===== src/rtl/ro_multi_freq_meter.sv =====
// ro_multi_freq_meter
//   Multi-channel ring-oscillator frequency meter. Each measure command turns on
//   one RO channel and waits 2^SETTLE_LOG2 cycles for it to settle. It then counts
//   synchronised rising edges over 2^gate_log2 clk cycles. The count goes out as
//   a big-endian byte stream.
//   Command byte: [7:6]=00 measure channel [5:0]; 01 set gate_log2=[4:0]
//   (clamped to GATE_MAX_LOG2); 1x reserved and ignored.
//   Optional feature: define RO_METER_CHECKSUM_EN to append an XOR trailer byte
//   to every response.
// Ports
//   clk, reset_n          clock, asynchronous active-low reset
//   osc_in[N_OSC]         raw RO outputs (asynchronous)
//   osc_en[N_OSC]         one-hot RO enable during settle and gate
//   cmd_valid/ready/data  command byte handshake (from UART rx)
//   tx_valid/ready/data   response byte handshake (to UART tx)
//   busy                  high whenever the FSM is not idle
module ro_multi_freq_meter #(
    parameter int N_OSC             = 4,
    parameter int CNT_W             = 24,
    parameter int SYNC_STAGES       = 2,
    parameter int SETTLE_LOG2       = 4,
    parameter int GATE_MAX_LOG2     = 20,
    parameter int DEFAULT_GATE_LOG2 = 10
) (
    input  logic             clk,
    input  logic             reset_n,
    input  logic [N_OSC-1:0] osc_in,
    output logic [N_OSC-1:0] osc_en,
    input  logic             cmd_valid,
    input  logic [7:0]       cmd_data,
    output logic             cmd_ready,
    output logic             tx_valid,
    output logic [7:0]       tx_data,
    input  logic             tx_ready,
    output logic             busy
);

    localparam int NB    = (CNT_W + 7) / 8;
    localparam int PAD_W = NB * 8;
    localparam int TMR_W = GATE_MAX_LOG2 + 1;
`ifdef RO_METER_CHECKSUM_EN
    localparam int RESP_N = NB + 1;
`else
    localparam int RESP_N = NB;
`endif

    // DECODE is a one-cycle slot that latches the window and classifies the channel
    typedef enum logic [2:0] {S_IDLE, S_DECODE, S_ENABLE, S_GATE, S_SEND} state_t;

    state_t             state_q, state_d;
    logic [5:0]         ch_q, ch_d;
    logic               bad_ch_q, bad_ch_d;
    logic [4:0]         gate_log2_q, gate_log2_d;
    logic [TMR_W-1:0]   gate_len_q, gate_len_d;
    logic [TMR_W-1:0]   timer_q, timer_d;
    logic [CNT_W-1:0]   count_q, count_d;
    logic [N_OSC-1:0]   sync_q [SYNC_STAGES];
    logic [N_OSC-1:0]   sync_d [SYNC_STAGES];
    logic               prev_q, prev_d;
    logic               prev_ok_q, prev_ok_d;
    logic [7:0]         byte_idx_q, byte_idx_d;
    logic               tx_valid_q, tx_valid_d;
    logic [7:0]         tx_data_q, tx_data_d;
    logic [N_OSC-1:0]   osc_en_q, osc_en_d;
    logic               busy_q, busy_d;
    logic               cmd_ready_q, cmd_ready_d;
    logic [N_OSC-1:0]   ch_onehot_s;
    logic               sync_lvl_s;
    logic               osc_rise_s;
    logic               bad_ch_s;

    // Data byte idx of the response, MSB first; top byte zero-padded, all 0xFF for a bad channel
    function automatic logic [7:0] resp_byte(input logic [7:0] idx, input logic [CNT_W-1:0] cnt,
                                             input logic bad);
        logic [PAD_W-1:0] padded;
        logic [7:0]       b;
        padded = '0;
        padded[CNT_W-1:0] = cnt;
        b = 8'h00;
        for (int i = 0; i < NB; i++) begin
            if (idx == 8'(i)) b = padded[(NB-1-i)*8 +: 8];
        end
        if (bad) b = 8'hFF;
        return b;
    endfunction

`ifdef RO_METER_CHECKSUM_EN
    // XOR of all NB data bytes
    function automatic logic [7:0] resp_checksum(input logic [CNT_W-1:0] cnt, input logic bad);
        logic [7:0] x;
        x = 8'h00;
        for (int i = 0; i < NB; i++) x = x ^ resp_byte(8'(i), cnt, bad);
        return x;
    endfunction
`endif

    // Byte idx of the full response stream (data bytes, then the optional trailer)
    function automatic logic [7:0] stream_byte(input logic [7:0] idx, input logic [CNT_W-1:0] cnt,
                                               input logic bad);
`ifdef RO_METER_CHECKSUM_EN
        if (idx == 8'(NB)) return resp_checksum(cnt, bad);
`endif
        return resp_byte(idx, cnt, bad);
    endfunction

    // Channel decode: one-hot enable pattern and out-of-range detection
    always_comb begin
        ch_onehot_s = '0;
        for (int i = 0; i < N_OSC; i++) begin
            if (ch_q == 6'(i)) ch_onehot_s[i] = 1'b1;
            else               ch_onehot_s[i] = 1'b0;
        end
        bad_ch_s = (int'({26'd0, ch_q}) >= N_OSC);
    end

    // Next-state, counters and registered-output computation
    always_comb begin
        state_d     = state_q;
        ch_d        = ch_q;
        bad_ch_d    = bad_ch_q;
        gate_log2_d = gate_log2_q;
        gate_len_d  = gate_len_q;
        timer_d     = timer_q;
        count_d     = count_q;
        byte_idx_d  = byte_idx_q;
        tx_valid_d  = tx_valid_q;
        tx_data_d   = tx_data_q;
        prev_ok_d   = prev_ok_q;

        // All channels run through the synchroniser; only the selected one is observed
        sync_d[0] = osc_in;
        for (int k = 1; k < SYNC_STAGES; k++) sync_d[k] = sync_q[k-1];
        sync_lvl_s = |(ch_onehot_s & sync_q[SYNC_STAGES-1]);
        prev_d     = sync_lvl_s;
        // prev_ok_q masks the first sample so a high level at enable is not an edge
        osc_rise_s = prev_ok_q & sync_lvl_s & ~prev_q;

        case (state_q)
            S_IDLE: begin
                if (cmd_valid && cmd_ready_q) begin
                    case (cmd_data[7:6])
                        2'b00: begin
                            ch_d    = cmd_data[5:0];
                            state_d = S_DECODE;
                        end
                        2'b01: begin
                            if ({3'b000, cmd_data[4:0]} > 8'(GATE_MAX_LOG2)) gate_log2_d = 5'(GATE_MAX_LOG2);
                            else                                             gate_log2_d = cmd_data[4:0];
                        end
                        default: begin
                            state_d = S_IDLE;
                        end
                    endcase
                end else begin
                    state_d = S_IDLE;
                end
            end
            S_DECODE: begin
                timer_d    = '0;
                count_d    = '0;
                prev_ok_d  = 1'b0;
                byte_idx_d = 8'd0;
                gate_len_d = TMR_W'(1) << gate_log2_q;
                bad_ch_d   = bad_ch_s;
                if (bad_ch_s) begin
                    state_d    = S_SEND;
                    tx_valid_d = 1'b1;
                    tx_data_d  = stream_byte(8'd0, count_q, 1'b1);
                end else begin
                    state_d = S_ENABLE;
                end
            end
            S_ENABLE: begin
                prev_ok_d = 1'b1;
                count_d   = '0;
                if (timer_q == TMR_W'((1 << SETTLE_LOG2) - 1)) begin
                    timer_d = '0;
                    state_d = S_GATE;
                end else begin
                    timer_d = timer_q + TMR_W'(1);
                end
            end
            S_GATE: begin
                if (osc_rise_s && (count_q != {CNT_W{1'b1}})) count_d = count_q + CNT_W'(1);
                else                                          count_d = count_q;
                if (timer_q == gate_len_q - TMR_W'(1)) begin
                    timer_d    = '0;
                    state_d    = S_SEND;
                    byte_idx_d = 8'd0;
                    tx_valid_d = 1'b1;
                    tx_data_d  = stream_byte(8'd0, count_d, 1'b0);
                end else begin
                    timer_d = timer_q + TMR_W'(1);
                end
            end
            S_SEND: begin
                if (tx_valid_q && tx_ready) begin
                    if (byte_idx_q == 8'(RESP_N - 1)) begin
                        state_d    = S_IDLE;
                        tx_valid_d = 1'b0;
                        tx_data_d  = 8'h00;
                        byte_idx_d = 8'd0;
                    end else begin
                        byte_idx_d = byte_idx_q + 8'd1;
                        tx_data_d  = stream_byte(byte_idx_q + 8'd1, count_q, bad_ch_q);
                    end
                end else begin
                    tx_valid_d = tx_valid_q;
                end
            end
            default: begin
                state_d    = S_IDLE;
                tx_valid_d = 1'b0;
            end
        endcase

        if (state_d == S_ENABLE || state_d == S_GATE) osc_en_d = ch_onehot_s;
        else                                          osc_en_d = '0;
        busy_d      = (state_d != S_IDLE);
        cmd_ready_d = (state_d == S_IDLE);
    end

    // State and datapath registers
    always_ff @(posedge clk or negedge reset_n) begin
        if (!reset_n) begin
            state_q     <= S_IDLE;
            ch_q        <= 6'd0;
            bad_ch_q    <= 1'b0;
            gate_log2_q <= 5'(DEFAULT_GATE_LOG2);
            gate_len_q  <= '0;
            timer_q     <= '0;
            count_q     <= '0;
            for (int k = 0; k < SYNC_STAGES; k++) sync_q[k] <= '0;
            prev_q      <= 1'b0;
            prev_ok_q   <= 1'b0;
            byte_idx_q  <= 8'd0;
            tx_valid_q  <= 1'b0;
            tx_data_q   <= 8'h00;
            osc_en_q    <= '0;
            busy_q      <= 1'b0;
            cmd_ready_q <= 1'b1;
        end else begin
            state_q     <= state_d;
            ch_q        <= ch_d;
            bad_ch_q    <= bad_ch_d;
            gate_log2_q <= gate_log2_d;
            gate_len_q  <= gate_len_d;
            timer_q     <= timer_d;
            count_q     <= count_d;
            for (int k = 0; k < SYNC_STAGES; k++) sync_q[k] <= sync_d[k];
            prev_q      <= prev_d;
            prev_ok_q   <= prev_ok_d;
            byte_idx_q  <= byte_idx_d;
            tx_valid_q  <= tx_valid_d;
            tx_data_q   <= tx_data_d;
            osc_en_q    <= osc_en_d;
            busy_q      <= busy_d;
            cmd_ready_q <= cmd_ready_d;
        end
    end

    assign osc_en    = osc_en_q;
    assign tx_valid  = tx_valid_q;
    assign tx_data   = tx_data_q;
    assign busy      = busy_q;
    assign cmd_ready = cmd_ready_q;

endmodule


===== config.mk =====
export PLATFORM = sky130hd
export DESIGN_NAME = ro_multi_freq_meter
export DESIGN_NICKNAME = d
export VERILOG_FILES = /design/src/rtl/ro_multi_freq_meter.sv
export SDC_FILE = /design/constraint.sdc
export NUM_CORES = 1
export LEC_CHECK = 0
export CAP_MARGIN = 10
export CORE_ASPECT_RATIO = 1.5
export CORE_MARGIN = 5
export CORE_UTILIZATION = 50
export DETAILED_ROUTE_END_ITERATION = 16
export DONT_BUFFER_PORTS = 1
export SLEW_MARGIN = 25
export SYNTH_ARGS = -nofsm -noshare
export SYNTH_HDL_FRONTEND = slang
export SYNTH_SLANG_ARGS = --single-unit

===== constraint.sdc =====
create_clock -name clk -period 5.45 [get_ports clk]
set_input_delay 0.8175 -clock clk [delete_from_list [all_inputs] [get_ports clk]]
set_output_delay 0.8175 -clock clk [all_outputs]
set_load 0.05 [all_outputs]

==> results of run 1 <==
## metal layers
layer,GRT usage [%],wire length [µm],vias to the layer above,share of wire (%)
li1,-,-,2626,-
met1,26.8,6660,2721,38
met2,43.3,9510,129,55
met3,5.41,649,40,3.7
met4,9.01,482,0,2.8
met5,0,0,-,0
## kinds of logic after synthesis
group                    share of synthesized area, %
XOR/XNOR                                         6.03
buffers and inverters                            3.43
flip-flops                                       43.7
adder cells (fa/ha/maj)                          1.53
AND/OR/NAND/NOR                                  23.8
AO/OA/AOI/OAI                                    18.4
multiplexers                                     3.08
## worst max-delay path: cells and delay by family, from the launching register on
| kind | cells | cell delay [ps] |
|---|---|---|
| adder cells (fa/ha/maj) | 1 | 190 |
| buffers and inverters | 1 | 100 |
| flip-flops | 1 | 420 |
| AO/OA/AOI/OAI | 4 | 1260 |
| multiplexers | 1 | 380 |
| AND/OR/NAND/NOR | 3 | 1010 |
## final cells by class
class / count / area (µm²) / share of cell area [%]
clock buffer: 18 / 439 / 6.08
clock inverter: 14 / 176 / 2.44
inverter: 20 / 75.1 / 1.04
multi-input combinational: 557 / 3460 / 47.9
sequential: 114 / 2860 / 39.6
tap: 159 / 199 / 2.76
timing repair buffer: 2 / 15.0 / 0.208
## worst min-delay path by stage
stage	startpoint	endpoint	slack, ps	cells past startpoint
final	reset_n	gate_len_q[9]	80	0
after global routing	reset_n	gate_len_q[9]	70	0
after global placement	sync_d[0]	sync_q[0]	340	0
after CTS	reset_n	count_q[12]	80	0
after detailed placement	sync_d[0]	sync_q[0]	340	0
after floorplan	sync_d[0]	sync_q[0]	330	0
## metrics by stage
step	area (µm²)	hold slack [ps]	setup slack, ps
final	7220	84.7	1980
after global placement	6600	337	2030
after detailed placement	6600	338	1950
after CTS	7220	80.3	1930
after global routing	7220	70.3	1790
after floorplan	6540	331	2390
## Yosys cell counts, types with 8 or more instances
cell	n	share of area (%)
nand4_1	17	1.6
xor2_1	26	3.5
inv_1	20	1.1
nor4_1	15	1.4
or3_1	9	0.86
mux2_2	11	1.9
xnor2_1	19	2.5
nand3_1	39	3.0
o21ai_1	11	0.84
nand2_1	100	5.7
ha_1	8	1.5
o21ai_0	56	4.3
nor3_1	15	1.1
nor2_1	47	2.7
clkbuf_1	32	1.8
dfrtp_1	111	43
o22ai_1	13	1.2
a31oi_1	9	0.86
and3_1	9	0.86
a21oi_1	32	2.5
## registers in the layout (all words and copies together), names as in the netlist
register / cells
osc_en: 4
cmd_ready: 1
gate_len_q: 21
prev_q: 1
ch_q: 6
timer_q: 21
tx_valid: 1
bad_ch_q: 1
prev_ok_q: 1
tx_data: 8
sync_q: 4
state_q: 3
gate_log2_q: 5
busy: 1
sync_d: 4
byte_idx_q: 8
count_q: 24
## report_power, final
group | switching, W | internal [W] | total, W | leakage, nW
Sequential | 0.000209 | 0.000933 | 0.00114 | 1.51
Clock | 0.000424 | 0.000735 | 0.00116 | 0.286
Combinational | 0.000237 | 0.000194 | 0.000431 | 1.15
==> insert_results.sql, run 1 <==
INSERT INTO impl_metrics (metric_group, metric, value, unit) VALUES
('outcome', 'run_status', 'completed', ''),
('setup_path', 'crit_type', 'reg2reg', ''),
('setup_path', 'required', '5750', 'ps'),
('sta', 'slew-limit-headroom', '36.8', '%'),
('finish', 'utilization', '56.0', '%'),
('cts', 'cts_sinks', '114', ''),
('setup_path', 'crit_end', 'tx_data[4]', ''),
('setup_path', 'critical_path.slowest_cell', 'o32a_1', ''),
('cts', 'numCtsBuffers', '17', ''),
('cts', 'ctsHoldBuffers', '0', ''),
('floorplan', 'chipWidth', '103', 'µm'),
('logic_synthesis', 'postSynth.topFlopCell', 'dfrtp_1', ''),
('logic_synthesis', 'yosysUniqueCellTypes', '71', ''),
('cts', 'clk_path_buf_depth', '2', ''),
('power_and_ir_drop', 'leak_pwr', '2.95', 'nW'),
('grt', 'wire_length_of_the_first_global_routing_pass', '28600', 'µm'),
('cts', 'number_of_h_tree_levels', '4', ''),
('setup_path', 'regToRegStartpoint', 'gate_len_q[0]', ''),
('grt', 'first_global_vias', '5553', ''),
('sta', 'finalSetupViolations', '0', ''),
('floorplan', 'core.rowCount', '51', ''),
('setup_path', 'critPathLaunchType', 'flip-flop', ''),
('finish', 'layout.nets', '736', ''),
('logic_synthesis', 'synthesized_flop_and_latch_total', '114', ''),
('detailed_routing', 'routed_wl', '17300', 'µm'),
('placed_design', 'numPortBuffers', '0', ''),
('cts', 'tritoncts', 'done', ''),
('detailed_routing', 'detail_route.wl_per_cell', '19.6', 'µm'),
('logic_synthesis', 'post_synth.cell_area_avg', '8.98', 'µm²'),
('sta', 'setup_repair_after_global_routing_missed_its_margin', 'no', ''),
('detailed_routing', 'detail_route.vias_per_cell', '6.24', ''),
('detailed_routing', 'final_antenna_net_count', '0', ''),
('setup_path', 'maximum_cell_stage_delay_along_the_critical_path', '460', 'ps'),
('logic_synthesis', 'syn-instance-count', '728', ''),
('run', 'timing.max_cap.violations', '0', ''),
('detailed_routing', 'routed-via-count', '5516', ''),
('placed_design', 'hpwl', '12600', 'µm'),
('detailed_routing', 'drc', '0', ''),
('detailed_routing', 'firstDrtPassIters', '5', ''),
('sta', 'tightest_slew', '948', 'ps'),
('logic_synthesis', 'yosysWarningCount', '0', ''),
('floorplan', 'top_level_ports', '31', ''),
('setup_path', 'launching_instance_or_port_of_the_critical_path', 'gate_len_q[0]', ''),
('setup_path', 'ff2ff_path_depth', '10', ''),
('cts', 'postCtsSetupBuffers', '0', ''),
('setup_path', 'regToRegSetupSlack', '1980', 'ps'),
('detailed_routing', 'drt_iter0_drc', '225', ''),
('finish', 'finalNonFillerCells', '884', ''),
('finish', 'final_layout_size_suffix_gt1_share', '9.38', '%'),
('hold_path', 'worstHoldPathType', 'in2async', ''),
('logic_synthesis', 'netlist_area', '6540', 'µm²'),
('grt', 'maximum_number_of_pins_on_one_net_before_global_route_repair', '115', ''),
('finish', 'layout.cells.most_common', 'dfrtp_1', ''),
('finish', 'area_delta_synth_final', '10.5', '%'),
('power_and_ir_drop', 'pwr_total', '0.00273', 'W'),
('grt', 'grt_overflow', '0', ''),
('cts', 'cts-resized-gates', '0', ''),
('cts', 'worst_skew_pair.late_latency', '420', 'ps'),
('cts', 'clk_pin_slew', '60', 'ps'),
('logic_synthesis', 'postSynthNetCount', '752', ''),
('sta', 'setup_total_negative_slack', '0', 'ps'),
('floorplan', 'floorplan.initialDensity', '50.7', '%'),
('finish', 'n_fill_cell', '1180', ''),
('finish', 'num_antenna_cells', '0', ''),
('power_and_ir_drop', 'power_density', '378', 'nW/µm²'),
('setup_path', 'timing.rr.end', 'tx_data[4]', ''),
('power_and_ir_drop', 'irDropWorstVdd', '0.000338', 'V'),
('floorplan', 'die_area', '15500', 'µm²'),
('setup_path', 'cells_along_the_critical_path', 'inv_1 -> ha_1 -> or3b_1 -> nor3_1 -> mux2_2 -> o211a_1 -> a211oi_1 -> a21o_4 -> nand2_1 -> o32a_1', ''),
('sta', 'timing.fmax', '288', 'MHz'),
('floorplan', 'design.core.area', '12900', 'µm²');
No activity file was read; power rests on OpenSTA's default activity.
==> run 2: changes to the inputs <==
==> constraint.sdc (replaced) <==
create_clock -name clk -period 3.35 [get_ports clk]
set_input_delay 0.5025 -clock clk [delete_from_list [all_inputs] [get_ports clk]]
set_output_delay 0.5025 -clock clk [all_outputs]
set_load 0.05 [all_outputs]
==> run 2 against run 1 <==
Net effect: final area increased by 2.7%; largest cell class unchanged; sequential power increased by 61%; the run now ends with negative hold slack left; combinational power increased by 82%; sequential share of layout area decreased by 1.0 points; first-iteration DRC count increased by 14%; clock-buffer cell count decreased by 1; via count increased by 1.5%; highest routed layer unchanged.
==> insert_results.sql, run 2 (same netlist as run 1, synthesis figures left out) <==
INSERT INTO impl_metrics (metric_group, metric, value, unit) VALUES
('finish', 'num_antenna_cells', '0', ''),
('setup_path', 'worst_ep_arrival_time', '3430', 'ps'),
('detailed_routing', 'detail_route.wl_per_cell', '19.5', 'µm'),
('finish', 'final_layout_size_suffix_gt1_share', '12.4', '%'),
('placed_design', 'place.detailed.instances', '873', ''),
('setup_path', 'maximum_cell_stage_delay_along_the_critical_path', '440', 'ps'),
('floorplan', 'design.core.area', '12900', 'µm²'),
('sta', 'period_minus_slack', '3120', 'ps'),
('floorplan', 'top_level_ports', '31', ''),
('floorplan', 'core.rowCount', '51', ''),
('finish', 'regMostFlops', 'count_q', ''),
('detailed_routing', 'detail_route.vias_per_cell', '6.18', ''),
('grt', 'wire_length_of_the_first_global_routing_pass', '28400', 'µm'),
('setup_path', 'crit_type', 'reg2reg', ''),
('finish', 'finalNonFillerCells', '906', ''),
('sta', 'tightest_slew', '760', 'ps'),
('setup_path', 'launching_instance_or_port_of_the_critical_path', 'gate_len_q[1]', ''),
('detailed_routing', 'firstDrtPassIters', '4', ''),
('cts', 'cts_sinks', '114', ''),
('setup_path', 'critical_path.slowest_cell', 'or3b_1', ''),
('hold_path', 'worstHoldPathType', 'in2async', ''),
('sta', 'timing.clock.skew', '14.5', 'ps'),
('setup_path', 'cp_top_family', 'simple AND/OR/NAND/NOR gates', ''),
('grt', 'first_global_vias', '5485', ''),
('grt', 'maximum_number_of_pins_on_one_net_before_global_route_repair', '115', ''),
('detailed_routing', 'drt_iter0_drc', '257', ''),
('outcome', 'failed_checks', 'negative hold slack', ''),
('setup_path', 'critPathLaunchType', 'flip-flop', ''),
('placed_design', 'numPortBuffers', '0', ''),
('cts', 'ctsRootBufferMaster', 'clkbuf_16', ''),
('grt', 'grt_overflow', '0', ''),
('sta', 'timing.fmax', '320', 'MHz'),
('sta', 'fin_crit_sh', '93.3', '%'),
('setup_path', 'critPathMaxFanout', '4', ''),
('finish', 'reg.largest.list', 'count_q (24), gate_len_q (21), timer_q (21)', ''),
('power_and_ir_drop', 'leak_pwr', '3.08', 'nW'),
('run', 'timing.max_cap.violations', '0', ''),
('floorplan', 'die_area', '15500', 'µm²'),
('cts', 'clk_path_buf_depth', '2', ''),
('floorplan', 'floorplan.initialDensity', '50.7', '%'),
('cts', 'clk_pin_slew', '60', 'ps'),
('detailed_routing', 'drc', '0', ''),
('sta', 'finalSetupViolations', '0', ''),
('setup_path', 'timing.critical_path.buf_inv', '2', ''),
('power_and_ir_drop', 'pwr_total', '0.00446', 'W'),
('sta', 'hold_viol', '6', ''),
('grt', 'grt_use_total', '24.1', '%'),
('cts', 'worst_skew_pair.late_latency', '420', 'ps'),
('placed_design', 'gp_congestion', '0.974', ''),
('cts', 'numCtsBuffers', '17', ''),
('setup_path', 'required', '3650', 'ps'),
('finish', 'final_design_area_no_fill', '7420', 'µm²'),
('setup_path', 'cells_along_the_critical_path', 'inv_1 -> ha_1 -> or3b_1 -> nor3_2 -> mux2_2 -> o211a_1 -> a2111oi_0 -> buf_4 -> a31oi_1 -> and3_1', ''),
('sta', 'slew-limit-headroom', '49.3', '%'),
('finish', 'area_delta_synth_final', '13.5', '%'),
('sta', 'fin_hold_ws', '-27.6', 'ps'),
('power_and_ir_drop', 'irDropWorstVdd', '0.000469', 'V'),
('detailed_routing', 'final_antenna_net_count', '0', ''),
('cts', 'number_of_h_tree_levels', '4', ''),
('finish', 'layout.nets', '758', ''),
('setup_path', 'regToRegStartpoint', 'gate_len_q[1]', ''),
('detailed_routing', 'routed_wl', '17700', 'µm'),
('placed_design', 'hpwl', '13000', 'µm'),
('placed_design', 'postPlaceCellArea', '6760', 'µm²'),
('grt', 'antenna_found_initial', '0', ''),
('finish', 'layout.cells.most_common', 'dfrtp_1', ''),
('setup_path', 'critPathCaptureType', 'flip-flop', ''),
('floorplan', 'chipWidth', '103', 'µm'),
('floorplan', 'die-height', '150', 'µm'),
('sta', 'slew_viol_final', '0', ''),
('power_and_ir_drop', 'power_density', '602', 'nW/µm²'),
('outcome', 'run_status', 'finished with violations', ''),
('sta', 'setup_total_negative_slack', '0', 'ps'),
('cts', 'tritoncts', 'done', ''),
('detailed_routing', 'routed-via-count', '5600', ''),
('cts', 'postCtsSetupBuffers', '0', ''),
('finish', 'final_cell_mix', 'dfrtp_1 (111), nand2_1 (99), o21ai_0 (56)', ''),
('finish', 'largest_register_ffs', '24', '');
==> run 2: layer usage <==
layer  vias up  wire length, µm  track usage, %
li1       2661                -               -
met1      2764             6700            26.7
met2       131             9670            43.4
met3        44              628            4.01
met4         0              658            11.7
met5         -                0               0
==> run 2: metrics by stage <==
stage	utilization (%)	hold WS [ps]	setup slack (ps)
after floorplan	-	207	287
after global routing	57.5	47.1	-8.90
final	57.5	-27.6	225
after CTS	57.3	62.3	63.1
after global placement	52.4	211	144
after detailed placement	52.4	211	63.1
==> run 2: worst paths after layout <==
| kind | endpoint | slack (ps) | cells after the start |
|---|---|---|---|
| worst min-delay path | gate_len_q[9] | -30 | 1 |
| worst min register to register | sync_q[2] | 350 | 0 |
| worst max-delay path | osc_en[3] | 230 | 10 |
| max in group asynchronous | timer_q[2] | 2850 | 1 |
| min in group clk | sync_d[1] | 100 | 0 |
| worst max register to register | osc_en[3] | 230 | 10 |
==> run 2: power breakdown <==
part	switching, W	total, W	internal [W]
Clock	0.000717	0.00183	0.00112
Combinational	0.000435	0.000784	0.000349
Sequential	0.000327	0.00184	0.00152
==> run 2: worst register-to-register path: cells and delay by family, from the launching register on <==
family	cells	cell delay [ps]
and+or+nand+nor	3	870
AOI/OAI and AO/OA	3	870
DFF	1	410
muxes	1	360
buffers and inverters	2	290
adders and majority gates	1	200
==> run 2: final cells by class <==
type | instances | area, µm²
clock buffers | 17 | 425
fillers | 1190 | 5470
clock inverters | 15 | 173
repair buffers | 24 | 200
multi-input cells | 557 | 3490
inverters | 20 | 75.1
flip-flops and latches | 114 | 2860
well taps | 159 | 199
==> run 2: what timing repair did <==
item | in CTS | in global routing
hold endpoints to repair | 114 | 0
hold buffers | 1 | 0
gates resized for setup | 0 | 6
endpoints found under the setup margin | 0 | 33
==> run 3: changes to the inputs <==
--- a/config.mk
+++ b/config.mk
@@ -6,7 +6,7 @@
 export NUM_CORES = 1
 export LEC_CHECK = 0
 export CAP_MARGIN = 10
-export CORE_ASPECT_RATIO = 1.5
+export CORE_ASPECT_RATIO = 1.2
 export CORE_MARGIN = 5
 export CORE_UTILIZATION = 50
 export DETAILED_ROUTE_END_ITERATION = 16
==> run 3 against run 2 <==
Net effect: the flow now finishes without violations; register-to-register slack lost 60 ps; die area is 0.24% lower; flip-flop and latch count unchanged; wire length shrank 1.9%; critical path type unchanged; largest cell class unchanged.
==> insert_results.sql, run 3 (same netlist as run 1, synthesis figures left out) <==
INSERT INTO impl_metrics (metric_group, metric, value, unit) VALUES
('setup_path', 'crit_type', 'reg2reg', ''),
('sta', 'slew-limit-headroom', '51.2', '%'),
('finish', 'regMostFlops', 'count_q', ''),
('placed_design', 'gp_congestion', '0.868', ''),
('grt', 'grt_use_total', '23.6', '%'),
('sta', 'setup_total_negative_slack', '0', 'ps'),
('hold_path', 'worstHoldPathType', 'in2async', ''),
('sta', 'slew_viol_final', '0', ''),
('grt', 'maximum_number_of_pins_on_one_net_before_global_route_repair', '115', ''),
('detailed_routing', 'detail_route.wl_per_cell', '19.1', 'µm'),
('cts', 'clk_path_buf_depth', '2', ''),
('finish', 'utilization', '58.1', '%'),
('setup_path', 'required', '3660', 'ps'),
('cts', 'postCtsSetupBuffers', '0', ''),
('power_and_ir_drop', 'internal_power', '0.00299', 'W'),
('sta', 'timing.fmax', '314', 'MHz'),
('placed_design', 'numPortBuffers', '0', ''),
('floorplan', 'chipWidth', '114', 'µm'),
('power_and_ir_drop', 'irDropWorstVdd', '0.000553', 'V'),
('floorplan', 'design.core.area', '12700', 'µm²'),
('finish', 'reg.largest.list', 'count_q (24), gate_len_q (21), timer_q (21)', ''),
('floorplan', 'die-height', '135', 'µm'),
('power_and_ir_drop', 'switching_power', '0.00149', 'W'),
('cts', 'numCtsBuffers', '17', ''),
('sta', 'timing.clock.skew', '6.89', 'ps'),
('setup_path', 'critPathMaxFanout', '8', ''),
('power_and_ir_drop', 'sw_frac_of_total', '33.2', '%'),
('detailed_routing', 'routed_wl', '17300', 'µm'),
('floorplan', 'die_area', '15500', 'µm²'),
('finish', 'final_cell_mix', 'dfrtp_1 (111), nand2_1 (99), o21ai_0 (56)', ''),
('floorplan', 'floorplan.initialDensity', '51.4', '%'),
('grt', 'first_global_vias', '5618', ''),
('detailed_routing', 'firstDrtPassIters', '5', ''),
('power_and_ir_drop', 'share_seq_of_total_power', '41.2', '%'),
('grt', 'grt_overflow', '0', ''),
('detailed_routing', 'final_antenna_net_count', '0', ''),
('floorplan', 'core.rowCount', '45', ''),
('grt', 'wire_length_of_the_first_global_routing_pass', '28800', 'µm'),
('power_and_ir_drop', 'leak_pwr', '3.08', 'nW'),
('run', 'timing.max_cap.violations', '0', ''),
('finish', 'final_layout_size_suffix_gt1_share', '12.1', '%'),
('cts', 'number_of_h_tree_levels', '4', ''),
('detailed_routing', 'routed-via-count', '5574', ''),
('outcome', 'run_status', 'completed', ''),
('finish', 'num_antenna_cells', '0', ''),
('detailed_routing', 'drc', '0', ''),
('setup_path', 'worst_ep_arrival_time', '3490', 'ps'),
('setup_path', 'critPathLaunchType', 'flip-flop', ''),
('cts', 'tritoncts', 'done', ''),
('detailed_routing', 'detail_route.vias_per_cell', '6.14', ''),
('detailed_routing', 'drt_iter0_drc', '441', ''),
('cts', 'worst_skew_pair.late_latency', '420', 'ps'),
('cts', 'cts_sinks', '114', ''),
('sta', 'fin_crit_sh', '95.0', '%'),
('power_and_ir_drop', 'power.combinational.fraction', '17.1', '%'),
('power_and_ir_drop', 'clock_power_share', '41.7', '%'),
('setup_path', 'ff2ff_path_depth', '10', ''),
('sta', 'tightest_slew', '723', 'ps'),
('finish', 'final_design_area_no_fill', '7400', 'µm²'),
('sta', 'finalSetupViolations', '0', ''),
('floorplan', 'top_level_ports', '31', ''),
('cts', 'clk_pin_slew', '60', 'ps'),
('placed_design', 'postPlaceCellArea', '6740', 'µm²'),
('grt', 'antenna_found_initial', '0', ''),
('sta', 'hold_viol', '0', ''),
('finish', 'layout.cells.most_common', 'dfrtp_1', ''),
('placed_design', 'hpwl', '12400', 'µm'),
('setup_path', 'critPathCaptureType', 'flip-flop', ''),
('cts', 'ctsRootBufferMaster', 'clkbuf_16', ''),
('sta', 'period_minus_slack', '3180', 'ps'),
('power_and_ir_drop', 'power_density', '604', 'nW/µm²'),
('finish', 'area_delta_synth_final', '13.2', '%'),
('finish', 'largest_register_ffs', '24', ''),
('finish', 'layout.nets', '755', ''),
('sta', 'fin_hold_ws', '7.05', 'ps');
-- run 3: worst max-delay path: stages (launching register included) --
cell       delay [ps]
dfrtp_1           410
inv_1              90
ha_1              200
or3b_1            430
nor3_2            180
mux2_2            350
o211a_1           250
a2111oi_2         510
a21oi_1           230
buf_4             220
a22o_1            190
-- run 3: power by group through the flow --
stage	clock, W	sequential (W)	combinational [W]
6_report	0.00187	0.00184	0.000763
5_1_grt	0.00195	0.00187	0.000853
4_1_cts	0.00189	0.00185	0.000759
3_5_place_dp	0	0.00187	0.000722
3_3_place_gp	0	0.00187	0.000703
2_1_floorplan	0	0.00182	0.000553
-- run 3: area by class of cell --
type	instances	area, µm²
Inverter	20	75.1
Sequential cell	114	2860
Timing Repair Buffer	21	178
Clock buffer	17	425
Fill cell	1134	5330
Tap cell	164	205
Multi-Input combinational cell	557	3480
Clock inverter	15	181
-- run 3: repair_timing --
item                       in CTS  in global routing
hold endpoints to repair      114                  0
hold buffers                    1                  0
gates resized for setup         1                  5
setup endpoints to repair       3                 32
-- run 3: worst paths after layout --
| kind | slack [ps] | from | to |
|---|---|---|---|
| setup / recovery | 170 | gate_len_q[1] | timer_q[1] |
| hold / removal | 7 | reset_n | gate_len_q[7] |
| setup reg to reg | 170 | gate_len_q[1] | timer_q[1] |
| hold reg to reg | 350 | sync_d[0] | sync_q[0] |
| max in group asynchronous | 2880 | reset_n | timer_q[6] |
| min in group clk | 100 | osc_in[2] | sync_d[2] |
-- run 3: stage by stage --
stage               setup slack, ps  std cells  power (W)
finish                          169        908    0.00447
global route                  -10.0        908    0.00468
CTS                            89.0        908    0.00449
detailed placement             4.02        875    0.00259
global placement                122        875    0.00257
floorplan                       287        728    0.00237
-- run 3: per-layer routing --
metal | track usage [%] | routed length (µm) | up-vias
met5 | 0 | 0 | -
met3 | 4.69 | 535 | 36
met2 | 42.5 | 9420 | 125
li1 | - | - | 2671
met1 | 26.9 | 6930 | 2742
met4 | 10.0 | 431 | 0
